File: src/rtl/fma16_pkg.sv
// fma16_pkg: shared types and constants for the fp16 adder.
package fma16_pkg;

  typedef enum logic [2:0] {
    IDLE,
    ALIGN,
    ADD,
    NORM,
    ROUND,
    DONE
  } state_t;

  localparam logic [4:0]  BIAS    = 5'd15;
  localparam logic [4:0]  EXP_MAX = 5'd31;
  localparam logic [15:0] QNAN    = 16'h7E00;

  // bit positions inside the 4-bit flags word {NV, OF, UF, NX}
  localparam int NV = 3;
  localparam int OF = 2;
  localparam int UF = 1;
  localparam int NX = 0;

endpackage

File: src/rtl/fma16_fadd_if.sv
// fma16_fadd_if: operand/result handshake bundle for fma16_fadd.
interface fma16_fadd_if;
  logic        in_valid;
  logic        in_ready;
  logic [15:0] x;
  logic [15:0] z;
  logic        out_valid;
  logic        out_ready;
  logic [15:0] result;
  logic [3:0]  flags;

  modport master (
    output in_valid, x, z, out_ready,
    input  in_ready, out_valid, result, flags
  );

  modport slave (
    input  in_valid, x, z, out_ready,
    output in_ready, out_valid, result, flags
  );
endinterface

File: src/rtl/fma16_lzc.sv
// fma16_lzc: combinational leading-zero count of a 15-bit vector.
// An all-zero input reports 15.
module fma16_lzc (
  input  logic [14:0] vec,
  output logic [3:0]  count
);

  // scan upward so the highest set bit is the last one to assign
  always_comb begin
    count = 4'd15;
    for (int i = 0; i < 15; i++) begin
      if (vec[i]) count = 4'(14 - i);
    end
  end

endmodule

File: src/rtl/fma16_fadd.sv
// fma16_fadd: multi-cycle IEEE binary16 adder (result = x + z), the
// accumulate half of an FMA. One operation in flight; subnormal inputs are
// flushed to signed zero and tiny results flush to signed zero with UF/NX.
// Build option FMA16_ROUND_RNE_EN: round-to-nearest-even, overflow to inf.
// Without it: truncation, overflow to max finite. Flags/latency identical.
//
// state | meaning
// IDLE  | waiting for operands, in_ready high
// ALIGN | decode, special values, shift smaller operand right
// ADD   | add or subtract aligned magnitudes
// NORM  | renormalise to a leading one at bit 13
// ROUND | round, detect overflow/underflow, load result/flags
// DONE  | out_valid high, hold until out_ready
module fma16_fadd
  import fma16_pkg::*;
(
  input  logic        clk,
  input  logic        reset,
  fma16_fadd_if.slave bus
);

  state_t state, state_next;

  logic [15:0] x_r, z_r;

  logic        sign_a, sign_b;
  logic [13:0] mag_a, mag_b;
  logic [4:0]  exp_a;
  logic        special;
  logic [15:0] spec_res;
  logic [3:0]  spec_flags;

  logic        sign_s;
  logic [14:0] sum;

  logic        sign_n, zero_n;
  logic [13:0] mant_n;
  logic signed [6:0] exp_n;

  logic [15:0] result_r;
  logic [3:0]  flags_r;

  // state register
  always_ff @(posedge clk) begin
    if (reset) state <= IDLE;
    else       state <= state_next;
  end

  // next state and handshake outputs
  always_comb begin
    state_next    = state;
    bus.in_ready  = 1'b0;
    bus.out_valid = 1'b0;
    case (state)
      IDLE: begin
        bus.in_ready = 1'b1;
        if (bus.in_valid) state_next = ALIGN;
      end
      ALIGN: state_next = ADD;
      ADD:   state_next = NORM;
      NORM:  state_next = ROUND;
      ROUND: state_next = DONE;
      DONE: begin
        bus.out_valid = 1'b1;
        if (bus.out_ready) state_next = IDLE;
      end
      default: state_next = IDLE;
    endcase
  end

  assign bus.result = result_r;
  assign bus.flags  = flags_r;

  logic [4:0]  ex, ez, big_exp, diff;
  logic [9:0]  fx, fz;
  logic        x_big, x_nan, z_nan, x_inf, z_inf;
  logic [13:0] ext_x, ext_z, big_ext, small_ext, small_shr, lost_mask, aligned;
  logic        al_special;
  logic [15:0] al_spec_res;
  logic [3:0]  al_spec_flags;

  // decode operands, catch NaN/inf, align the smaller-exponent operand
  always_comb begin
    ex        = x_r[14:10];
    ez        = z_r[14:10];
    fx        = x_r[9:0];
    fz        = z_r[9:0];
    x_nan     = (ex == EXP_MAX) && (fx != '0);
    z_nan     = (ez == EXP_MAX) && (fz != '0);
    x_inf     = (ex == EXP_MAX) && (fx == '0);
    z_inf     = (ez == EXP_MAX) && (fz == '0);
    // exponent 0 means zero or subnormal: both become a zero significand
    ext_x     = (ex == '0) ? '0 : {1'b1, fx, 3'b000};
    ext_z     = (ez == '0) ? '0 : {1'b1, fz, 3'b000};
    x_big     = (ex >= ez);
    big_exp   = x_big ? ex : ez;
    diff      = x_big ? (ex - ez) : (ez - ex);
    big_ext   = x_big ? ext_x : ext_z;
    small_ext = x_big ? ext_z : ext_x;
    small_shr = small_ext >> diff;
    lost_mask = ~(14'h3FFF << diff);
    if (diff >= 5'd14) aligned = {13'b0, |small_ext};
    else               aligned = {small_shr[13:1], small_shr[0] | (|(small_ext & lost_mask))};

    al_special    = 1'b1;
    al_spec_res   = QNAN;
    al_spec_flags = '0;
    if (x_nan || z_nan) begin
      al_spec_res = QNAN;
    end else if (x_inf && z_inf && (x_r[15] != z_r[15])) begin
      al_spec_flags[NV] = 1'b1;
    end else if (x_inf) begin
      al_spec_res = x_r;
    end else if (z_inf) begin
      al_spec_res = z_r;
    end else begin
      al_special = 1'b0;
    end
  end

  logic [14:0] add_sum;
  logic        add_sign;

  // signed-magnitude add; the larger magnitude decides the sign
  always_comb begin
    if (sign_a == sign_b) begin
      add_sum  = {1'b0, mag_a} + {1'b0, mag_b};
      add_sign = sign_a;
    end else if (mag_a >= mag_b) begin
      add_sum  = {1'b0, mag_a - mag_b};
      add_sign = sign_a;
    end else begin
      add_sum  = {1'b0, mag_b - mag_a};
      add_sign = sign_b;
    end
    // exact cancellation is +0; only two negative zeros stay negative
    if (add_sum == '0) add_sign = sign_a & sign_b;
  end

  logic [3:0]  lz, shamt;
  logic [13:0] norm_mant;
  logic signed [6:0] norm_exp;

  fma16_lzc u_lzc (
    .vec   (sum),
    .count (lz)
  );

  // put the leading one at bit 13; bit 14 is the adder carry
  always_comb begin
    shamt = lz - 4'd1;
    if (sum[14]) begin
      norm_mant = {sum[14:2], sum[1] | sum[0]};
      norm_exp  = $signed({2'b00, exp_a}) + 7'sd1;
    end else begin
      norm_mant = sum[13:0] << shamt;
      norm_exp  = $signed({2'b00, exp_a}) - $signed({3'b000, shamt});
    end
  end

  logic        round_up, inexact;
  logic [11:0] mant_r;
  logic signed [6:0] exp_r;
  logic [9:0]  frac_r;
  logic [15:0] rnd_res;
  logic [3:0]  rnd_flags;

  // round the normalised value and choose the final result/flags
  always_comb begin
    inexact = |mant_n[2:0];
`ifdef FMA16_ROUND_RNE_EN
    round_up = mant_n[2] & (mant_n[3] | mant_n[1] | mant_n[0]);
`else
    round_up = 1'b0;
`endif
    mant_r    = {1'b0, mant_n[13:3]} + {11'b0, round_up};
    exp_r     = exp_n + (mant_r[11] ? 7'sd1 : 7'sd0);
    frac_r    = mant_r[11] ? mant_r[10:1] : mant_r[9:0];
    rnd_res   = {sign_n, exp_r[4:0], frac_r};
    rnd_flags = {3'b000, inexact};
    if (special) begin
      rnd_res   = spec_res;
      rnd_flags = spec_flags;
    end else if (zero_n) begin
      rnd_res   = {sign_n, 15'b0};
      rnd_flags = '0;
    end else if (exp_n < 7'sd1) begin
      rnd_res       = {sign_n, 15'b0};
      rnd_flags     = '0;
      rnd_flags[UF] = 1'b1;
      rnd_flags[NX] = 1'b1;
    end else if (exp_r >= $signed({2'b00, EXP_MAX})) begin
      rnd_flags     = '0;
      rnd_flags[OF] = 1'b1;
      rnd_flags[NX] = 1'b1;
`ifdef FMA16_ROUND_RNE_EN
      rnd_res = {sign_n, 5'h1F, 10'h000};
`else
      rnd_res = {sign_n, 5'h1E, 10'h3FF};
`endif
    end
  end

  // stage registers: each state loads the intermediates the next one needs
  always_ff @(posedge clk) begin
    if (reset) begin
      x_r        <= '0;
      z_r        <= '0;
      sign_a     <= 1'b0;
      sign_b     <= 1'b0;
      mag_a      <= '0;
      mag_b      <= '0;
      exp_a      <= '0;
      special    <= 1'b0;
      spec_res   <= '0;
      spec_flags <= '0;
      sign_s     <= 1'b0;
      sum        <= '0;
      sign_n     <= 1'b0;
      zero_n     <= 1'b0;
      mant_n     <= '0;
      exp_n      <= '0;
      result_r   <= '0;
      flags_r    <= '0;
    end else begin
      case (state)
        IDLE: begin
          if (bus.in_valid) begin
            x_r <= bus.x;
            z_r <= bus.z;
          end
        end
        ALIGN: begin
          sign_a     <= x_big ? x_r[15] : z_r[15];
          sign_b     <= x_big ? z_r[15] : x_r[15];
          mag_a      <= big_ext;
          mag_b      <= aligned;
          exp_a      <= big_exp;
          special    <= al_special;
          spec_res   <= al_spec_res;
          spec_flags <= al_spec_flags;
        end
        ADD: begin
          sum    <= add_sum;
          sign_s <= add_sign;
        end
        NORM: begin
          mant_n <= norm_mant;
          exp_n  <= norm_exp;
          sign_n <= sign_s;
          zero_n <= (sum == '0);
        end
        ROUND: begin
          result_r <= rnd_res;
          flags_r  <= rnd_flags;
        end
        default: ;
      endcase
    end
  end

endmodule

File: src/flat_wrapper.sv
// flat-port wrapper written by rule: the top's interface ports become plain ports
module fma16_fadd_flat import fma16_pkg::*;
  (clk, reset, bus_in_valid, bus_x, bus_z, bus_out_ready, bus_in_ready, bus_out_valid, bus_result, bus_flags);
  fma16_fadd_if bus_i ();
  input  logic clk;
  input  logic reset;
  input wire logic [$bits(bus_i.in_valid)-1:0] bus_in_valid;
  input wire logic [$bits(bus_i.x)-1:0] bus_x;
  input wire logic [$bits(bus_i.z)-1:0] bus_z;
  input wire logic [$bits(bus_i.out_ready)-1:0] bus_out_ready;
  output wire logic [$bits(bus_i.in_ready)-1:0] bus_in_ready;
  output wire logic [$bits(bus_i.out_valid)-1:0] bus_out_valid;
  output wire logic [$bits(bus_i.result)-1:0] bus_result;
  output wire logic [$bits(bus_i.flags)-1:0] bus_flags;
  assign bus_i.in_valid = bus_in_valid;
  assign bus_i.x = bus_x;
  assign bus_i.z = bus_z;
  assign bus_i.out_ready = bus_out_ready;
  assign bus_in_ready = bus_i.in_ready;
  assign bus_out_valid = bus_i.out_valid;
  assign bus_result = bus_i.result;
  assign bus_flags = bus_i.flags;
  fma16_fadd u_core (.clk(clk), .reset(reset), .bus(bus_i));
endmodule
File: config.mk
export PLATFORM = sky130hd
export DESIGN_NAME = fma16_fadd_flat
export DESIGN_NICKNAME = d
export VERILOG_FILES = /design/src/rtl/fma16_pkg.sv /design/src/rtl/fma16_fadd_if.sv /design/src/rtl/fma16_lzc.sv /design/src/rtl/fma16_fadd.sv /design/src/flat_wrapper.sv
export SDC_FILE = /design/constraint.sdc
export NUM_CORES = 1
export LEC_CHECK = 0
export ABC_AREA = 1
export BUFFER_PORTS_ARGS = -buffer_cell sky130_fd_sc_hd__buf_4
export CORE_MARGIN = 4
export CORE_UTILIZATION = 50
export CTS_BUF_LIST = sky130_fd_sc_hd__clkbuf_2
export DETAILED_ROUTE_END_ITERATION = 10
export PLACE_DENSITY = 0.78
export SYNTH_ARGS = -nofsm -noshare
export SYNTH_HDL_FRONTEND = slang
export SYNTH_SLANG_ARGS = --single-unit
File: constraint.sdc
create_clock -name clk -period 4.8 [get_ports clk]
set_clock_uncertainty 0.1 [all_clocks]
set_input_delay 0.48 -clock clk [delete_from_list [all_inputs] [get_ports clk]]
set_output_delay 0.48 -clock clk [all_outputs]
set_load 0.05 [all_outputs]
==> results of run 1 <==
registers in the layout (all words and copies together), names as in the netlist:
signal and cells:
u_core.bus.result 16, u_core.spec_res 16, u_core.x_r 16, u_core.z_r 16
u_core.sum 15, u_core.mag_b 14, u_core.mant_n 13, u_core.mag_a 11
u_core.exp_n 7, u_core.exp_a 5, u_core.bus.flags 4, u_core.state 3
u_core.sign_a 1, u_core.sign_b 1, u_core.sign_n 1, u_core.sign_s 1
u_core.spec_flags 1, u_core.special 1, u_core.zero_n 1
cell usage after synthesis (all sizes together):
master   count
nand2      281
a21oi      178
inv        174
nand3      166
dfxtp      143
o21ai      143
nor2        77
clkbuf      50
ha          49
buf         31
o211ai      24
xor2        23
nor3        16
nand4       10
o221ai      10
nor4         7
a31oi        6
o21a         6
fa           5
a21o         4
a221oi       3
clkinv       3
nand3b       3
or2          3
and2         2
o2111ai      2
o21bai       2
o32ai        2
xnor2        2
a211oi       1
a22oi        1
a31o         1
mux2i        1
o311ai       1
o31ai        1
power by group through the flow:
stage               Combinational [W]  Sequential [W]  Clock (W)
finish                        0.00356         0.00146   0.000791
global route                  0.00400         0.00148   0.000861
CTS                           0.00349         0.00146   0.000805
detailed placement            0.00345         0.00148          0
global placement              0.00344         0.00147          0
floorplan                     0.00280         0.00146          0
kinds of logic (layout without fill, tap and decap cells):
logic type | after synthesis | after routing | share of synthesized area [%]
muxes | 1 | 1 | 0.106
adders and majority gates | 54 | 54 | 7.52
xor gates and xnor gates | 25 | 25 | 2.31
DFF | 143 | 143 | 30.2
AOI/OAI and AO/OA | 385 | 385 | 22.7
other | 0 | 1 | 0
buffers and inverters | 258 | 316 | 11.0
and+or+nand+nor | 565 | 565 | 26.2
metal layers:
metal,global-route usage [%],up-vias
li1,-,4873
met2,40.4,366
met1,35.9,4521
met3,3.99,59
met5,0,-
met4,8.12,0
cell type report:
cell class,instances,area (µm²),share of cell area [%]
multi-input cells,1030,5580,52.6
flip-flops and latches,143,2860,27.0
repair buffers,107,898,8.48
inverters,177,666,6.28
well taps,234,293,2.76
clock inverters,15,209,1.97
clock buffers,17,85.1,0.803
diodes,1,2.50,0.0236
metrics by stage:
| stage | std cells | instance area [µm²] |
|---|---|---|
| final | 1724 | 10600 |
| after global placement | 1653 | 9920 |
| after CTS | 1723 | 10600 |
| after detailed placement | 1653 | 9920 |
| after global routing | 1724 | 10600 |
| after floorplan | 1431 | 9480 |
worst reg2reg max path: cells and delay by family (launching register included):
family	cells	cell delay, ns
xor+xnor	1	0.10
compound gates	3	0.57
fa+ha+maj	2	1.07
simple gates	15	1.15
flops	1	0.47
buf+inv	3	0.19
final timing paths:
kind / cells after the start / from / end / slack [ns]
max: 24 / u_core.sum[1] / u_core.exp_n[4] / 1.06
min: 2 / reset / u_core.spec_res[7] / 0.10
max reg2reg: 24 / u_core.sum[1] / u_core.exp_n[4] / 1.06
min reg2reg: 2 / u_core.spec_res[0] / u_core.spec_res[0] / 0.36
==> results.sh, run 1 <==
export IMPL_status="finished clean"
export IMPL_crit_chain="inv_2, nand2_1, nand2_1, nand2_1, nand2_1, nand2_1, nand2_1, nand2_1, nand2_1, nand2_1, nand2_1, nand2_1, nand2_1, nand2_2, nand2_2, ha_1, fa_1, nand2_1, inv_1, o21a_1, o32ai_1, xor2_1, o21ai_0, inv_1"
export IMPL_place_hpwl_mm=19.9
export IMPL_worstPathMaxFanout=17
export IMPL_relative_contribution_of_the_clock_network_to_total_power_pct=13.6
export IMPL_route_detailed_wl_per_inst_um=16.0
export IMPL_power_switching_w=0.00314
export IMPL_top_level_ports=58
export IMPL_ys_seq_elements=143
export IMPL_cp_common_cell="sky130_fd_sc_hd__nand2_1"
export IMPL_floorplan_die_height_um=146
export IMPL_wl_met3_mm=1.68
export IMPL_syn_avg_cell_area_um2=6.63
export IMPL_cellLeakagePower_nw=4.89
export IMPL_cts_resized_gates=0
export IMPL_syn_area_um2=9480
export IMPL_netlist_cell_type_count=53
export IMPL_vias=9819
export IMPL_synth_to_layout_area_growth_pct=11.7
export IMPL_gr_total_overflow=0
export IMPL_arrival_ns=4.32
export IMPL_hold_viol_final=0
export IMPL_ant_nets=0
export IMPL_p_sw_share_pct=53.9
export IMPL_clockBufferDepth=2
export IMPL_worst_skew_pair_late_latency_ns=0.75
export IMPL_top_signal_layer_used="met4"
export IMPL_grt_pass1_vias=9072
export IMPL_synth_yosys_seq_area_share_pct=30.2
export IMPL_power_density_nw_per_um2=549
export IMPL_tritoncts_num_buffers=17
export IMPL_synthesis_nets=1521
export IMPL_placement_setup_worst_slack_ns=1.17
export IMPL_drv_max_cap_violation_count=0
export IMPL_cts_tree="done"
export IMPL_synth_largest_type_area_fraction_pct=30.2
export IMPL_wl_met2_mm=12.4
export IMPL_power_share_sequential_pct=25.1
export IMPL_timing_critical_path_buf_inv=3
export IMPL_rows=50
export IMPL_drc_errors=0
export IMPL_worst_setup_path_end_kind="register"
export IMPL_endpoint_required_time_on_the_critical_path_ns=5.38
export IMPL_vdd_ir_drop_worst_mv=0.313
export IMPL_cts_clk_slew_worst_paths_ns=0.29
export IMPL_grt_max_degree=61
export IMPL_yosys_warnings=0
export IMPL_cts_sinks=143
export IMPL_tightestPinTransition_ns=1.12
export IMPL_htreeDepth=4
export IMPL_synthesis_instances=1431
export IMPL_grt_first_pass_wirelength_mm=45.4
export IMPL_initial_utilization_pct=50.7
export IMPL_final_min_clock_period_ns=3.74
export IMPL_fp_coreArea_um2=18700
export IMPL_mostFrequentLayoutCells="sky130_fd_sc_hd__nand2_1 (271), sky130_fd_sc_hd__a21oi_1 (177), sky130_fd_sc_hd__inv_1 (163)"
export IMPL_cell_internal_pwr_w=0.00268
export IMPL_finalWorstSetupSlack_ns=1.06
export IMPL_cp_slowest_cell="sky130_fd_sc_hd__ha_1"
export IMPL_firstDrtPassIters=6
export IMPL_period_share_pct=78.0
export IMPL_gr_usage_all_layers_pct=25.5
export IMPL_filler_cell_count=1755
export IMPL_cp_start_kind="register"
export IMPL_nets=1566
export IMPL_die_area_um2=21200
export IMPL_layout_drive_gt1_share_pct=9.40
export IMPL_avgViaCountPerCell=5.70
export IMPL_synth_largest_area_cell="sky130_fd_sc_hd__dfxtp_1"
export IMPL_antenna_found_initial=1
export IMPL_drt_met1_wl_mm=12.9
export IMPL_gp_routability_congestion=0.989
export IMPL_postRouteWirelength_mm=27.7
export IMPL_finalSetupViolations=0
export IMPL_setup_tns_final_ns=0
export IMPL_die_width_um=146
export IMPL_buffer_ports_inserted=57
export IMPL_crit_family="simple AND/OR/NAND/NOR gates"
export IMPL_ys_top_cells_by_area="sky130_fd_sc_hd__dfxtp_1 (30%), sky130_fd_sc_hd__nand2_1 (11%), sky130_fd_sc_hd__a21oi_1 (9.3%), sky130_fd_sc_hd__nand3_1 (8.5%), sky130_fd_sc_hd__o21ai_0 (6.9%)"
export IMPL_criticalPathCategory="register to register"
export IMPL_slew_headroom_pct=25.2
export IMPL_postCtsSetupRepairBufs=0
export IMPL_longest_individual_stage_delay_on_the_worst_path_ns=0.58
export IMPL_power_combinational_fraction_pct=61.3
export IMPL_layout_cells_most_common="sky130_fd_sc_hd__nand2_1"
export IMPL_maxSlewViolCount=0
export IMPL_max_clock_freq_mhz=267
export IMPL_hold_buffers=38
export IMPL_whs_ns=0.102
export IMPL_drt_iter0_markers=997
export IMPL_rsz0062_at_grt="no"
export IMPL_layout_core_utilization_pct=56.6
export IMPL_cts_root_buffer="sky130_fd_sc_hd__clkbuf_2"
export IMPL_min_path_type="primary input to register"
export IMPL_totalPowerFinal_w=0.00581
(Power assumes the default switching activity.)
==> inputs of run 2 (changes only) <==
--- a/config.mk
+++ b/config.mk
@@ -11,7 +11,7 @@
 export CORE_UTILIZATION = 50
 export CTS_BUF_LIST = sky130_fd_sc_hd__clkbuf_2
 export DETAILED_ROUTE_END_ITERATION = 10
-export PLACE_DENSITY = 0.78
+export PLACE_DENSITY = 0.8
 export SYNTH_ARGS = -nofsm -noshare
 export SYNTH_HDL_FRONTEND = slang
 export SYNTH_SLANG_ARGS = --single-unit
==> constraint.sdc (replaced) <==
create_clock -name clk -period 3.05 [get_ports clk]
set_clock_uncertainty 0.1 [all_clocks]
set_input_delay 0.305 -clock clk [delete_from_list [all_inputs] [get_ports clk]]
set_output_delay 0.305 -clock clk [all_outputs]
set_load 0.05 [all_outputs]
==> run 2 against run 1 <==
Net effect: routed wire length up 1.5%; highest routed layer unchanged; worst hold slack better by 0.030 ns; critical path type unchanged; maximum frequency up 29%.
==> results.sh, run 2 (synthesis gave the netlist of run 1 again) <==
export IMPL_antenna_found_initial=1
export IMPL_power_switching_w=0.00511
export IMPL_maxSlewViolCount=0
export IMPL_crit_chain="nor4_1, inv_1, nor2_1, inv_1, nand3_1, nand2_1, nand2_2, inv_2, ha_1, o21a_1, o32ai_2, xor2_1, o21ai_1, inv_1"
export IMPL_filler_cell_count=1723
export IMPL_setup_tns_final_ns=0
export IMPL_timing_hold_worst_start="bus_in_valid"
export IMPL_route_detailed_wl_per_inst_um=16.0
export IMPL_period_share_pct=94.9
export IMPL_place_hpwl_mm=20.2
export IMPL_layout_drive_gt1_share_pct=14.0
export IMPL_placement_setup_worst_slack_ns=0.00815
export IMPL_clockBufferDepth=2
export IMPL_hold_viol_final=0
export IMPL_initial_utilization_pct=50.7
export IMPL_buffer_ports_inserted=57
export IMPL_mostFrequentLayoutCells="sky130_fd_sc_hd__nand2_1 (269), sky130_fd_sc_hd__a21oi_1 (174), sky130_fd_sc_hd__nand3_1 (161)"
export IMPL_finalSetupViolations=0
export IMPL_top_usage_layer="met2"
export IMPL_p_sw_share_pct=52.4
export IMPL_cts_tree="done"
export IMPL_drt_iter0_markers=1002
export IMPL_die_area_um2=21200
export IMPL_fp_coreArea_um2=18700
export IMPL_cts_sinks=143
export IMPL_rows=50
export IMPL_grt_max_degree=65
export IMPL_cp_common_cell="sky130_fd_sc_hd__inv_1"
export IMPL_top_level_ports=58
export IMPL_vdd_ir_drop_worst_mv=0.418
export IMPL_place_inst=1682
export IMPL_nets=1602
export IMPL_gr_total_overflow=0
export IMPL_power_density_nw_per_um2=881
export IMPL_cp_slowest_cell="sky130_fd_sc_hd__nor4_1"
export IMPL_layout_cells_most_common="sky130_fd_sc_hd__nand2_1"
export IMPL_power_share_sequential_pct=23.6
export IMPL_stdcell_count=1760
export IMPL_status="finished clean"
export IMPL_met2_usage_pct=40.4
export IMPL_drc_errors=0
export IMPL_whs_ns=0.132
export IMPL_longest_individual_stage_delay_on_the_worst_path_ns=0.60
export IMPL_synth_to_layout_area_growth_pct=16.8
export IMPL_cellLeakagePower_nw=5.09
export IMPL_cp_start_kind="register"
export IMPL_floorplan_die_height_um=146
export IMPL_worstPathMaxFanout=6
export IMPL_htreeDepth=4
export IMPL_grt_util_met1_pct=35.6
export IMPL_drv_max_cap_violation_count=0
export IMPL_grt_first_pass_wirelength_mm=46.1
export IMPL_tritoncts_num_buffers=17
export IMPL_cell_internal_pwr_w=0.00464
export IMPL_die_width_um=146
export IMPL_register_area_um2=2880
export IMPL_max_clock_freq_mhz=346
export IMPL_vias=10000
export IMPL_slew_headroom_pct=48.8
export IMPL_worst_setup_path_end_kind="register"
export IMPL_cts_root_buffer="sky130_fd_sc_hd__clkbuf_2"
export IMPL_tightestPinTransition_ns=0.768
export IMPL_relative_contribution_of_the_clock_network_to_total_power_pct=12.6
export IMPL_critical_path_reg2reg_startpoint="u_core.sum[12]"
export IMPL_gp_routability_congestion=1.02
export IMPL_finalWorstSetupSlack_ns=0.156
export IMPL_ant_nets=0
export IMPL_grt_met3_usage_pct=5.95
export IMPL_power_combinational_fraction_pct=63.7
export IMPL_avgViaCountPerCell=5.71
export IMPL_endpoint_required_time_on_the_critical_path_ns=3.68
export IMPL_cts_clk_slew_worst_paths_ns=0.28
export IMPL_criticalPathCategory="register to register"
export IMPL_gr_usage_all_layers_pct=25.9
export IMPL_worst_skew_pair_late_latency_ns=0.77
export IMPL_firstDrtPassIters=5
export IMPL_multi_input_comb_area_um2=5710
export IMPL_postRouteWirelength_mm=28.1
export IMPL_arrival_ns=3.52
export IMPL_min_path_type="primary input to register"
export IMPL_worst_setup_path_startpoint="u_core.sum[12]"
export IMPL_final_min_clock_period_ns=2.89
export IMPL_grt_pass1_vias=9373
run 2: cell types whose count changed in the layout (fill, tap and decap cells not counted), sizes merged:
| cell | change |
|---|---|
| buf | +32 |
| clkinv | -2 |
| clkinvlp | +1 |
| dlygate4sd3 | +4 |
| inv | +1 |
run 2: per-stage QoR:
stage / cell area (µm²) / power (W) / utilization (%)
3_5_place_dp: 10200 / 0.00801 / 54.4
2_1_floorplan: 9520 / 0.00676 / -
3_3_place_gp: 10200 / 0.00797 / 54.4
4_1_cts: 10900 / 0.00930 / 58.2
6_report: 11100 / 0.00975 / 59.2
5_1_grt: 11100 / 0.0106 / 59.2
run 2: worst paths after layout:
| check | end | cells past startpoint | slack (ns) |
|---|---|---|---|
| min reg2reg | u_core.spec_res[1] | 2 | 0.36 |
| max reg2reg | u_core.exp_n[4] | 14 | 0.16 |
| max | u_core.exp_n[4] | 14 | 0.16 |
| min | u_core.x_r[9] | 5 | 0.13 |
run 2: power groups by stage:
stage          clock [W]  sequential [W]  combinational [W]
2_1_floorplan          0         0.00230            0.00446
6_report         0.00123         0.00231            0.00622
3_5_place_dp           0         0.00233            0.00568
5_1_grt          0.00134         0.00234            0.00692
4_1_cts          0.00125         0.00229            0.00576
3_3_place_gp           0         0.00232            0.00564
run 2: area by class of cell:
type,count,share of cell area [%]
Multi-Input combinational cell,1030,51.6
Sequential cell,143,26.0
Antenna cell,1,0.0226
Inverter,177,6.10
Tap cell,234,2.64
Clock inverter,15,1.80
Clock buffer,17,0.769
Timing Repair Buffer,143,11.0
run 2: critical path: cells and delay by family, from the launching register on:
family | cells | cell delay (ns)
and+or+nand+nor | 5 | 1.12
AOI/OAI and AO/OA | 3 | 0.42
DFF | 1 | 0.40
buffers and inverters | 4 | 0.34
adders and majority gates | 1 | 0.30
xor gates and xnor gates | 1 | 0.18
run 2: timing repair:
item / in CTS / in global routing
hold buffers: 42 / 0
buffers inserted: 0 / 3
endpoints found under the hold margin: 60 / 0
setup endpoints to repair: 0 / 24
resized for setup: 0 / 61
run 2: per-layer routing:
metal,up-vias,wire length [µm]
met3,60,2220
met4,0,624
met2,398,12700
met1,4641,12500
met5,-,0
li1,4950,-
